$ cat src/rtl/branch_resolve_unit_pkg.sv
`default_nettype none
// ============================================================================
// Module      : branch_resolve_unit_pkg
// Description : Constants and FSM state type shared by the branch resolve unit
//               and the IF-stage prediction table.
// Revision    : 1.0 - initial release
// ============================================================================
package branch_resolve_unit_pkg;

    localparam int XLEN_DEFAULT = 64;
    localparam logic [6:0] BRANCH_OPC = 7'b1100011;

    typedef enum logic [0:0] {
        RUN     = 1'b0,
        RECOVER = 1'b1
    } brs_state_e;

endpackage
`default_nettype wire

$ cat src/rtl/branch_resolve_unit_if.sv
`default_nettype none
// ============================================================================
// Module      : branch_resolve_unit_if
// Description : IF/ID prediction, resolution and table-update signal bundle.
// Revision    : 1.0 - initial release
// ============================================================================
interface branch_resolve_unit_if
    import branch_resolve_unit_pkg::*;
#(
    parameter int XLEN  = XLEN_DEFAULT,
    parameter int CNT_W = 32
);
    logic             stall_i;
    logic             if_valid_i;
    logic [XLEN-1:0]  if_pc_i;
    logic             pred_taken_i;
    logic [XLEN-1:0]  pred_target_i;
    logic [31:0]      id_inst_i;
    logic             act_taken_i;
    logic [XLEN-1:0]  act_target_i;
    logic             flush_o;
    logic [XLEN-1:0]  redirect_pc_o;
    logic             upd_valid_o;
    logic             upd_correct_o;
    logic [XLEN-1:0]  upd_target_o;
    logic [CNT_W-1:0] br_count_o;
    logic [CNT_W-1:0] mp_count_o;

    // Pipeline side drives the stage inputs and consumes the results.
    modport master (
        output stall_i, if_valid_i, if_pc_i, pred_taken_i, pred_target_i,
               id_inst_i, act_taken_i, act_target_i,
        input  flush_o, redirect_pc_o, upd_valid_o, upd_correct_o,
               upd_target_o, br_count_o, mp_count_o
    );

    modport slave (
        input  stall_i, if_valid_i, if_pc_i, pred_taken_i, pred_target_i,
               id_inst_i, act_taken_i, act_target_i,
        output flush_o, redirect_pc_o, upd_valid_o, upd_correct_o,
               upd_target_o, br_count_o, mp_count_o
    );
endinterface
`default_nettype wire

$ cat src/rtl/branch_resolve_unit_sat_counter.sv
`default_nettype none
// ============================================================================
// Module      : sat_counter
// Description : Up-counter that sticks at all-ones; synchronous clear.
// Revision    : 1.0 - initial release
// ============================================================================
module sat_counter #(
    parameter int WIDTH = 32
) (
    input  wire logic             clk,
    input  wire logic             arst_n,
    input  wire logic             i_inc,
    input  wire logic             i_clear,
    output logic      [WIDTH-1:0] o_count
);
    logic [WIDTH-1:0] r_count;

    always_ff @(posedge clk or negedge arst_n) begin
        if (!arst_n) begin
            r_count <= '0;
        end else if (i_clear) begin
            r_count <= '0;
        end else if (i_inc && (r_count != '1)) begin
            r_count <= r_count + WIDTH'(1);
        end
    end

    assign o_count = r_count;
endmodule
`default_nettype wire

$ cat src/rtl/branch_resolve_unit.sv
`default_nettype none
// ============================================================================
// Module      : branch_resolve_unit
// Description : ID-stage check of IF predictions; flush/redirect, table update
//               strobe and saturating branch/mispredict counters.
// Revision    : 1.0 - initial release
// ============================================================================
module branch_resolve_unit
    import branch_resolve_unit_pkg::*;
#(
    parameter int XLEN  = XLEN_DEFAULT,
    parameter int CNT_W = 32
) (
    input  wire logic          clk,
    input  wire logic          arst_n,
    branch_resolve_unit_if.slave bus
);
    localparam logic [0:0] c_ST_RUN     = RUN;
    localparam logic [0:0] c_ST_RECOVER = RECOVER;

    logic [XLEN-1:0] r_pc;
    logic            r_ptaken;
    logic [XLEN-1:0] r_ptarget;
    logic            r_valid;
    logic [0:0]      r_state;

    logic            w_is_branch;
    logic            w_active;
    logic            w_resolve;
    logic            w_stale;
    logic            w_correct;
    logic            w_flush;
    logic [XLEN-1:0] w_fallthru;
    logic            w_unused_inst;

    assign w_is_branch   = (bus.id_inst_i[6:0] == BRANCH_OPC);
    assign w_unused_inst = ^bus.id_inst_i[31:7];
    assign w_active      = r_valid && !bus.stall_i && (r_state == c_ST_RUN);
    assign w_resolve     = w_active && w_is_branch;
    // A predicted-taken non-branch means the table hit on a stale entry.
    assign w_stale       = w_active && !w_is_branch && r_ptaken;
    assign w_correct     = (r_ptaken == bus.act_taken_i) &&
                           (!bus.act_taken_i || (r_ptarget == bus.act_target_i));
    assign w_flush       = (w_resolve && !w_correct) || w_stale;
    assign w_fallthru    = r_pc + XLEN'(4);

    assign bus.flush_o       = w_flush;
    assign bus.redirect_pc_o = !w_flush ? '0 :
                               (w_resolve && bus.act_taken_i) ? bus.act_target_i :
                               w_fallthru;
    assign bus.upd_valid_o   = w_resolve;
    assign bus.upd_correct_o = w_resolve && w_correct;
    assign bus.upd_target_o  = w_resolve ? bus.act_target_i : '0;

    always_ff @(posedge clk or negedge arst_n) begin
        if (!arst_n) begin
            r_pc      <= '0;
            r_ptaken  <= 1'b0;
            r_ptarget <= '0;
            r_valid   <= 1'b0;
        end else if (!bus.stall_i) begin
            r_pc      <= bus.if_pc_i;
            r_ptaken  <= bus.pred_taken_i;
            r_ptarget <= bus.pred_target_i;
            r_valid   <= bus.if_valid_i && !w_flush;
        end
    end

    always_ff @(posedge clk or negedge arst_n) begin
        if (!arst_n) begin
            r_state <= c_ST_RUN;
        end else begin
            case (r_state)
                c_ST_RUN:     if (w_flush) r_state <= c_ST_RECOVER;
                c_ST_RECOVER: if (!bus.stall_i) r_state <= c_ST_RUN;
                default:      r_state <= c_ST_RUN;
            endcase
        end
    end

    sat_counter #(.WIDTH(CNT_W)) u_br_cnt (
        .clk     (clk),
        .arst_n  (arst_n),
        .i_inc   (w_resolve),
        .i_clear (1'b0),
        .o_count (bus.br_count_o)
    );

    sat_counter #(.WIDTH(CNT_W)) u_mp_cnt (
        .clk     (clk),
        .arst_n  (arst_n),
        .i_inc   (w_flush),
        .i_clear (1'b0),
        .o_count (bus.mp_count_o)
    );
endmodule
`default_nettype wire

$ cat src/flat_wrapper.sv
// flat-port wrapper written by rule: the top's interface ports become plain ports
module branch_resolve_unit_flat import branch_resolve_unit_pkg::*;
#(
    parameter int XLEN  = XLEN_DEFAULT,
    parameter int CNT_W = 32
)
  (clk, arst_n, bus_stall_i, bus_if_valid_i, bus_if_pc_i, bus_pred_taken_i, bus_pred_target_i, bus_id_inst_i, bus_act_taken_i, bus_act_target_i, bus_flush_o, bus_redirect_pc_o, bus_upd_valid_o, bus_upd_correct_o, bus_upd_target_o, bus_br_count_o, bus_mp_count_o);
  branch_resolve_unit_if #(.XLEN(XLEN), .CNT_W(CNT_W)) bus_i ();
  input  wire logic clk;
  input  wire logic arst_n;
  input wire logic [$bits(bus_i.stall_i)-1:0] bus_stall_i;
  input wire logic [$bits(bus_i.if_valid_i)-1:0] bus_if_valid_i;
  input wire logic [$bits(bus_i.if_pc_i)-1:0] bus_if_pc_i;
  input wire logic [$bits(bus_i.pred_taken_i)-1:0] bus_pred_taken_i;
  input wire logic [$bits(bus_i.pred_target_i)-1:0] bus_pred_target_i;
  input wire logic [$bits(bus_i.id_inst_i)-1:0] bus_id_inst_i;
  input wire logic [$bits(bus_i.act_taken_i)-1:0] bus_act_taken_i;
  input wire logic [$bits(bus_i.act_target_i)-1:0] bus_act_target_i;
  output wire logic [$bits(bus_i.flush_o)-1:0] bus_flush_o;
  output wire logic [$bits(bus_i.redirect_pc_o)-1:0] bus_redirect_pc_o;
  output wire logic [$bits(bus_i.upd_valid_o)-1:0] bus_upd_valid_o;
  output wire logic [$bits(bus_i.upd_correct_o)-1:0] bus_upd_correct_o;
  output wire logic [$bits(bus_i.upd_target_o)-1:0] bus_upd_target_o;
  output wire logic [$bits(bus_i.br_count_o)-1:0] bus_br_count_o;
  output wire logic [$bits(bus_i.mp_count_o)-1:0] bus_mp_count_o;
  assign bus_i.stall_i = bus_stall_i;
  assign bus_i.if_valid_i = bus_if_valid_i;
  assign bus_i.if_pc_i = bus_if_pc_i;
  assign bus_i.pred_taken_i = bus_pred_taken_i;
  assign bus_i.pred_target_i = bus_pred_target_i;
  assign bus_i.id_inst_i = bus_id_inst_i;
  assign bus_i.act_taken_i = bus_act_taken_i;
  assign bus_i.act_target_i = bus_act_target_i;
  assign bus_flush_o = bus_i.flush_o;
  assign bus_redirect_pc_o = bus_i.redirect_pc_o;
  assign bus_upd_valid_o = bus_i.upd_valid_o;
  assign bus_upd_correct_o = bus_i.upd_correct_o;
  assign bus_upd_target_o = bus_i.upd_target_o;
  assign bus_br_count_o = bus_i.br_count_o;
  assign bus_mp_count_o = bus_i.mp_count_o;
  branch_resolve_unit #(.XLEN(XLEN), .CNT_W(CNT_W)) u_core (.clk(clk), .arst_n(arst_n), .bus(bus_i));
endmodule
$ cat config.mk
export PLATFORM = sky130hd
export DESIGN_NAME = branch_resolve_unit_flat
export DESIGN_NICKNAME = d
export VERILOG_FILES = /design/src/rtl/branch_resolve_unit_pkg.sv /design/src/rtl/branch_resolve_unit_if.sv /design/src/rtl/branch_resolve_unit_sat_counter.sv /design/src/rtl/branch_resolve_unit.sv /design/src/flat_wrapper.sv
export SDC_FILE = /design/constraint.sdc
export NUM_CORES = 1
export LEC_CHECK = 0
export CAP_MARGIN = 25
export CORE_AREA = 2 2 163 165
export CTS_BUF_LIST = sky130_fd_sc_hd__clkbuf_16
export DETAILED_ROUTE_END_ITERATION = 12
export DIE_AREA = 0 0 165 167
export HOLD_SLACK_MARGIN = 0.02
export PLACE_DENSITY = 0.79
export SYNTH_ARGS = -nofsm -noshare
export SYNTH_HDL_FRONTEND = slang
export SYNTH_HIERARCHICAL = 1
export SYNTH_SLANG_ARGS = --single-unit
$ cat constraint.sdc
create_clock -name clk -period 8.35 [get_ports clk]
set_input_delay 1.67 -clock clk [delete_from_list [all_inputs] [get_ports clk]]
set_output_delay 1.67 -clock clk [all_outputs]
set_load 0.02 [all_outputs]
Word level (Yosys, flattened, before mapping)
Cells that the tools add are included. W data, S select, Z words.

Bits of input ports: 230. Output and inout bits: 195. Logic and storage cells: 41. Register bits: 195.

Add/sub/neg operators: 3. Reduce and logical (&&, ||, !) cells: 19. Equality and inequality tests: 5. Bitwise logic cells: 1. Muxes and demuxes: 6.

Operators by type and width (number): $mux W64 (3); $add A32 B1 Y32 const B (2); $add A64 B3 Y64 const B (1); $eq A64 B64 Y1 (1); $ne A32 B32 Y1 const B (2); $logic_and A1 B1 Y1 (12); $eq A7 B7 Y1 const B (1); $logic_not A1 Y1 (5); $logic_or A1 B1 Y1 (2); $mux W1 (2); $pmux W1 S2 (1); $eq A1 B1 Y1 (1); $not A1 Y1 (1).

Logic depth before layout (Yosys ltp)
Gate-level depths: netlist of run 1.

Depth in word-level cells: 8. Depth in mapped cells: 15. Gate-level depth less buffers: 11.

Hierarchy
Netlist of run 1, hierarchy kept.

By module, submodules not included: branch_resolve_unit (cells an instance 833, instances 1, sequential area each 3278.1 um2, area each 8259.2 um2); sat_counter (cells an instance 198, instances 2, sequential area each 800.8 um2, area each 1854.3 um2).

Worst setup path before layout of run 1
OpenSTA, ideal clock, no wires.

Kind: input -> output. Start point: in bus_act_target_i[40]. End point: out bus_flush_o. Arrival time: 3.708 ns. Stages on the path: 8. Slack: 2.972 ns. Required time: 6.680 ns. Path buffers: 2. Path through: xnor2_1 o2111ai_1 or4_1 nor4_1 a21o_1 clkbuf_1 clkbuf_1 inv_1.

Word-level cells in the longest chain between the ends: 6.

Ends and longest elaborated chain: start: declaration (RTL line flat_wrapper.sv:18) `input wire logic [$bits(bus_i.act_target_i)-1:0] bus_act_target_i;`; $eq A64 B64 Y1 (RTL line branch_resolve_unit.sv:43) `(!bus.act_taken_i || (r_ptarget == bus.act_target_i));`; $logic_or A1 B1 Y1 (RTL line branch_resolve_unit.sv:43); $logic_and A1 B1 Y1 (RTL line branch_resolve_unit.sv:42) `assign w_correct = (r_ptaken == bus.act_taken_i) &&`; $logic_not A1 Y1 (RTL line branch_resolve_unit.sv:44) `assign w_flush = (w_resolve && !w_correct) || w_stale;`; $logic_and A1 B1 Y1 (RTL line branch_resolve_unit.sv:44); $logic_or A1 B1 Y1 (RTL line branch_resolve_unit.sv:44); end: declaration (RTL line flat_wrapper.sv:19) `output wire logic [$bits(bus_i.flush_o)-1:0] bus_flush_o;`.

Every way passes these cells.

Worst setup path in the final report of run 1
Start point: in bus_id_inst_i[6]. End point: out bus_redirect_pc_o[21].

Word-level cells in the longest chain between the ends: 6. Elaborated cells between the ends (all ways): 10. Those cells by class: eq/ne (1); mux (2); reduce/logical (7).

Ends and longest elaborated chain: start: declaration (RTL line flat_wrapper.sv:16) `input wire logic [$bits(bus_i.id_inst_i)-1:0] bus_id_inst_i;`; $eq A7 B7 Y1 (*) (RTL line branch_resolve_unit.sv:36) `assign w_is_branch = (bus.id_inst_i[6:0] == BRANCH_OPC);`; $logic_not A1 Y1 (RTL line branch_resolve_unit.sv:41) `assign w_stale = w_active && !w_is_branch && r_ptaken;`; $logic_and A1 B1 Y1 (2 in series) (RTL line branch_resolve_unit.sv:41); $logic_or A1 B1 Y1 (RTL line branch_resolve_unit.sv:44); $mux W64 (*) (RTL line branch_resolve_unit.sv:48) `assign bus.redirect_pc_o = !w_flush ? '0 :`; end: declaration (RTL line flat_wrapper.sv:20) `output wire logic [$bits(bus_i.redirect_pc_o)-1:0] bus_redirect_pc_o;`.

Every way passes the cells marked *; elsewhere a longest branch is shown, timed or not.

==> flow_summary.ini, run 1 <==
[run_status]
outcome = finished, final reports clean

[sta]
rsz0062_at_grt = false
worst_pin_slew_ps = 978.2
slew_headroom = 0.3390
fin_setup_tns_ps = 0
slew_violations = 0
fmax_mhz = 141.6
fin_skew_ps = 24.09
fin_ws_ps = 1286
setup_viol = 0
fin_crit_ps = 7064
layout_worst_path_cycle_share = 0.8460
timing_hold_violations_final = 0

[setup_path]
r2r_end = u_core/u_mp_cnt/o_count[31]
rrSetupSlack_ps = 4110
cp-endpoint = bus_redirect_pc_o[21]
cpPeakStageDelay_ps = 840
rr_startpoint = u_core/r_ptarget[26]
path_buf_inv = 3
crit_cells = 7
path_delay_family = simple AND/OR/NAND/NOR gates
start_kind = input pin
criticalPathCategory = input pin to output pin
critical_path_required_ps = 6680
ff2ff_path_depth = 12
cp-startpoint = bus_id_inst_i[6]
worst_path_max_delay_cell = nor4bb_1
path_max_fanout = 46
cp_data_arrival_time_ps = 5390
cp_common_cell = clkdlybuf4s50_1
cp-end-kind = output pin
path_cells = clkdlybuf4s50_1 -> nor4bb_1 -> and3_1 -> nand2_2 -> buf_4 -> a211oi_1 -> clkdlybuf4s50_1

[logic_synthesis]
synth_cell_types = 60
synth_top_area_frac = 0.4077
synth.largest_area_cell = dfrtp_1
ys_warn_count = 6
synth_cells = 1229
ys.flop_type = dfrtp_1
ys_seq_elements = 195
syn_avg_cell_area_um2 = 9.738
ys_seq_area_frac = 0.4077
synth-edff-count = 0
synthTopCellsByArea = dfrtp_1 41%, mux2_2 13%, xor2_1 4.8%
async_flop_share = 1.000
synth_area_mm2 = 0.01197

[grt]
grt_pass1_wl_um = 64580
grt_max_degree = 129
antenna_found_initial = 10
grt_pass1_vias = 10960
grt_usage = 0.3082
gr-total-overflow = 0

[placement]
preCtsSetupSlack_ps = 1406
place_congestion = 0.9138
io_buffers = 399
place_hpwl_um = 32970

[cts]
cts_made_buffers = 17
cts_root_buf = clkbuf_16
cts_max_level = 4
post_cts_buffers = 0
clk_path_buf_depth = 2
cts_hold_buf = 0
cts_num_sinks = 195
cts-resized-gates = 0
cts.clk_slew.worst_paths_ps = 70
tritoncts = yes
clk_latency_ps = 440

[pwr]
cellLeakagePower_nw = 6.513
switching_share = 0.2932
p_switching_mw = 0.6778
p_clk_frac = 0.349
internal_power_mw = 1.634
combPwrFrac = 0.187
power_mw = 2.312
power_frac_seq = 0.464
max-vdd-ir-drop_mv = 0.1380
powerDensity_mw_per_mm2 = 136.9

[drt]
ant_nets = 0
avgRoutedWirePerCell_um = 22.25
initialDrtViolationCount = 709
drc = 0
wirelength_um = 43480
drt_pass1_iterations = 5
via_count = 11150
via_per_inst = 5.705

[run]
max_cap_violations = 0

[finish]
drive_above_1_share = 0.1337
area_growth_pct = 41.08
final_nets = 1836
fillCellCount = 2120

[floorplanning]
die_width_um = 165
core_mm2 = 0.02576
start_util = 0.4645
die_y_um = 167
rows = 59
ios = 425
dieArea_mm2 = 0.02756

[min_path]
hold_path.class = register to register
[layout by cell type (no fill, tap or decap), types with 11 or more instances in the layout]
cell type and count:
clkdlybuf4s50_1 397, dfrtp_1 195, mux2_2 139, nor2_1 134, and2_1 73, xor2_1 65, a211oi_1 59, xnor2_1 58
nand3_1 51, nand2_1 50, nand4_1 35, inv_1 34, nor2b_1 28, a21oi_1 26, and3_1 25, nor3_1 24
nor4_1 19, clkbuf_16 17, nand2b_1 15, or4_1 12, or3_1 11
[registers in the layout, indices dropped and copies added (netlist names)]
| name | cells |
|---|---|
| u_core/r_pc | 64 |
| u_core/r_ptarget | 64 |
| u_core/u_br_cnt/o_count | 32 |
| u_core/u_mp_cnt/o_count | 32 |
| u_core/r_ptaken | 1 |
| u_core/r_state | 1 |
| u_core/r_valid | 1 |
[power groups by stage]
stage	registers [mW]	clock network [mW]	logic (mW)
after floorplan	1.07	0	0.202
after global placement	1.08	0	0.419
after detailed placement	1.09	0	0.423
after CTS	1.07	0.826	0.426
after global routing	1.08	0.862	0.457
final	1.07	0.807	0.431
[worst min-delay path: cells and delay by family, from the launching register on]
family / cells / cell delay (ps)
AND/OR/NAND/NOR: 2 / 110
flip-flops: 1 / 350
[cell type report]
class                   instances  area (um2)  area share
multi-input cells             946        6748      0.3997
diodes                          4       10.01   0.0005929
well taps                     335       419.2     0.02483
inverters                      34       127.6    0.007559
flip-flops and latches        195        4880      0.2890
clock inverters                14       138.9    0.008226
repair buffers                409        4135      0.2449
clock buffers                  17       425.4     0.02520
[worst min-delay path by stage]
stage / from / to / slack, ps / cells after the start
floorplan: u_core/r_state / u_core/r_state / 450 / 2
global placement: u_core/r_state / u_core/r_state / 470 / 2
detailed placement: u_core/r_state / u_core/r_state / 470 / 2
CTS: u_core/r_state / u_core/r_state / 490 / 2
global route: u_core/r_ptarget[57] / u_core/r_ptarget[57] / 540 / 1
finish: u_core/r_state / u_core/r_state / 490 / 2
[metal layers]
metal,share of wire,global-route usage,up-vias
met3,0.086,0.08518,104
met2,0.47,0.5043,463
li1,-,-,5131
met1,0.39,0.3723,5441
met4,0.050,0.1493,8
met5,0.0013,0,-
[Yosys cell counts (12+ instances only)]
| master | instances |
|---|---|
| dfrtp_1 | 195 |
| mux2_2 | 139 |
| nor2_1 | 134 |
| and2_1 | 73 |
| xor2_1 | 65 |
| a211oi_1 | 59 |
| xnor2_1 | 58 |
| clkbuf_1 | 51 |
| nand2_1 | 51 |
| nand3_1 | 51 |
| nand4_1 | 35 |
| inv_1 | 34 |
| nor2b_1 | 28 |
| a21oi_1 | 26 |
| and3_1 | 26 |
| nor3_1 | 24 |
| nor4_1 | 20 |
| nand2b_1 | 15 |
| or4_1 | 12 |
[stage by stage]
stage                       util  hold slack [ps]  instance area, um2  instances
after floorplan                -            451.3               11990       1236
after global placement    0.6298            465.5               16230       1915
after detailed placement  0.6309            472.2               16250       1917
after CTS                 0.6528            491.1               16820       1948
after global routing      0.6552            535.9               16880       1953
final                     0.6553            493.9               16880       1954
[kinds of logic (layout without fill, tap and decap cells)]
kind of cell	Yosys count	after routing	share of synthesized area
buffers and inverters	95	474	0.03157
and+or+nand+nor	519	519	0.2404
xor gates and xnor gates	123	123	0.09002
muxes	143	143	0.1350
other	1	12	0.0003133
adders and majority gates	3	3	0.003137
AOI/OAI and AO/OA	150	150	0.09190
DFF	195	195	0.4077
Power figures use the tool's default switching activity.
==> run 2: changes to the inputs <==
Settings changed: CORE_AREA 2 2 163 165 to unset, CORE_UTILIZATION set to 42, DIE_AREA 0 0 165 167 to unset, PLACE_DENSITY 0.79 to 0.76.
Clock period 8.35 ns to 6.4 ns, I/O delays scaled along.
==> flow_summary.ini, run 2 (synthesis gave the netlist of run 1 again) <==
[pwr]
cellLeakagePower_nw = 6.537
max-vdd-ir-drop_mv = 0.1513
powerDensity_mw_per_mm2 = 181.2

[cts]
cts_hold_buf = 0
clk_latency_ps = 440
cts_max_level = 4
clk_path_buf_depth = 2
post_cts_buffers = 0
cts-resized-gates = 0
cts_root_buf = clkbuf_16
tritoncts = yes
cts_num_sinks = 195
cts_made_buffers = 17
cts.clk_slew.worst_paths_ps = 70

[setup_path]
critical_path_required_ps = 5120
criticalPathCategory = input pin to output pin
path_max_fanout = 10
cp-end-kind = output pin
start_kind = input pin
cp_data_arrival_time_ps = 4390

[grt]
grt_pass1_vias = 10770
grt_max_degree = 87
grt_usage = 0.2933
grt_pass1_wl_um = 63330
antenna_found_initial = 13
gr-total-overflow = 0

[sta]
fin_skew_ps = 18.30
worst_pin_slew_ps = 934.0
fin_crit_ps = 5669
slew_headroom = 0.3773
layout_worst_path_cycle_share = 0.8858
timing_hold_violations_final = 0
fin_ws_ps = 731.0
slew_violations = 0
setup_viol = 0
fin_setup_tns_ps = 0
fmax_mhz = 176.4
rsz0062_at_grt = false

[floorplanning]
rows = 61
ios = 425
die_y_um = 170.8
die_width_um = 170.8
start_util = 0.4284
dieArea_mm2 = 0.02917
core_mm2 = 0.02793

[finish]
final_util = 0.6077
area_growth_pct = 41.84
mostFrequentLayoutCells = 397 x clkdlybuf4s50_1, 195 x dfrtp_1, 139 x mux2_2
largest_registers = u_core/r_pc x64, u_core/r_ptarget x64
drive_above_1_share = 0.1353
final_nets = 1840
final_common_cell = clkdlybuf4s50_1

[drt]
initialDrtViolationCount = 806
drc = 0
avgRoutedWirePerCell_um = 21.80
wirelength_um = 43730
via_per_inst = 5.510
ant_nets = 0
via_count = 11050
drt_pass1_iterations = 5

[min_path]
hold_path.class = register to register

[placement]
place_hpwl_um = 33590
io_buffers = 399
place_congestion = 0.9357
preCtsSetupSlack_ps = 749.5

[run_status]
outcome = finished, final reports clean

[run]
max_cap_violations = 0
run 2: routing by layer:
layer | routed length, um | track usage
met1 | 16840 | 0.3347
met2 | 21050 | 0.4944
met3 | 3548 | 0.08050
met4 | 2251 | 0.1657
met5 | 40 | 0
run 2: stage by stage:
stage	power [mW]	instance area (um2)	hold slack [ps]	instances
floorplan	1.662	11990	451.3	1236
global placement	1.965	16350	463.8	1966
detailed placement	1.979	16350	471.9	1966
CTS	3.102	16950	490.5	1997
global route	3.199	16970	513.3	2004
finish	3.076	16980	487.0	2006
run 2: report_power, final:
group	internal (mW)	switching, mW	total [mW]
registers	1.32	0.0853	1.40
logic	0.298	0.262	0.561
clock network	0.591	0.524	1.11
total	2.20	0.872	3.08
run 2: critical path: stages:
cell and delay [ps]:
clkdlybuf4s50_1 450, nor4bb_1 710, and3_1 330, and2_1 540, nor2_1 160, nor3_1 210, clkdlybuf4s50_1 710
run 2: worst paths after layout:
kind	from	end	slack (ps)	cells after the start
min in group asynchronous	arst_n	u_core/r_ptarget[25]	870	1
worst min-delay path	u_core/r_state	u_core/r_state	490	2
worst min register to register	u_core/r_state	u_core/r_state	490	2
max in group asynchronous	arst_n	u_core/r_ptarget[20]	4200	2
worst max register to register	u_core/r_ptarget[40]	u_core/u_mp_cnt/o_count[31]	2600	12
worst max-delay path	bus_id_inst_i[6]	bus_redirect_pc_o[32]	730	7
run 2: cell type report:
type                       instances  area (um2)
fill                            2442       10960
multi-input combinational        946        6748
sequential                       195        4880
timing repair buffer             413        4125
tap                              378       473.0
clock buffer                      17       425.4
clock inverter                    14       173.9
inverter                          34       127.6
antenna                            9       22.52
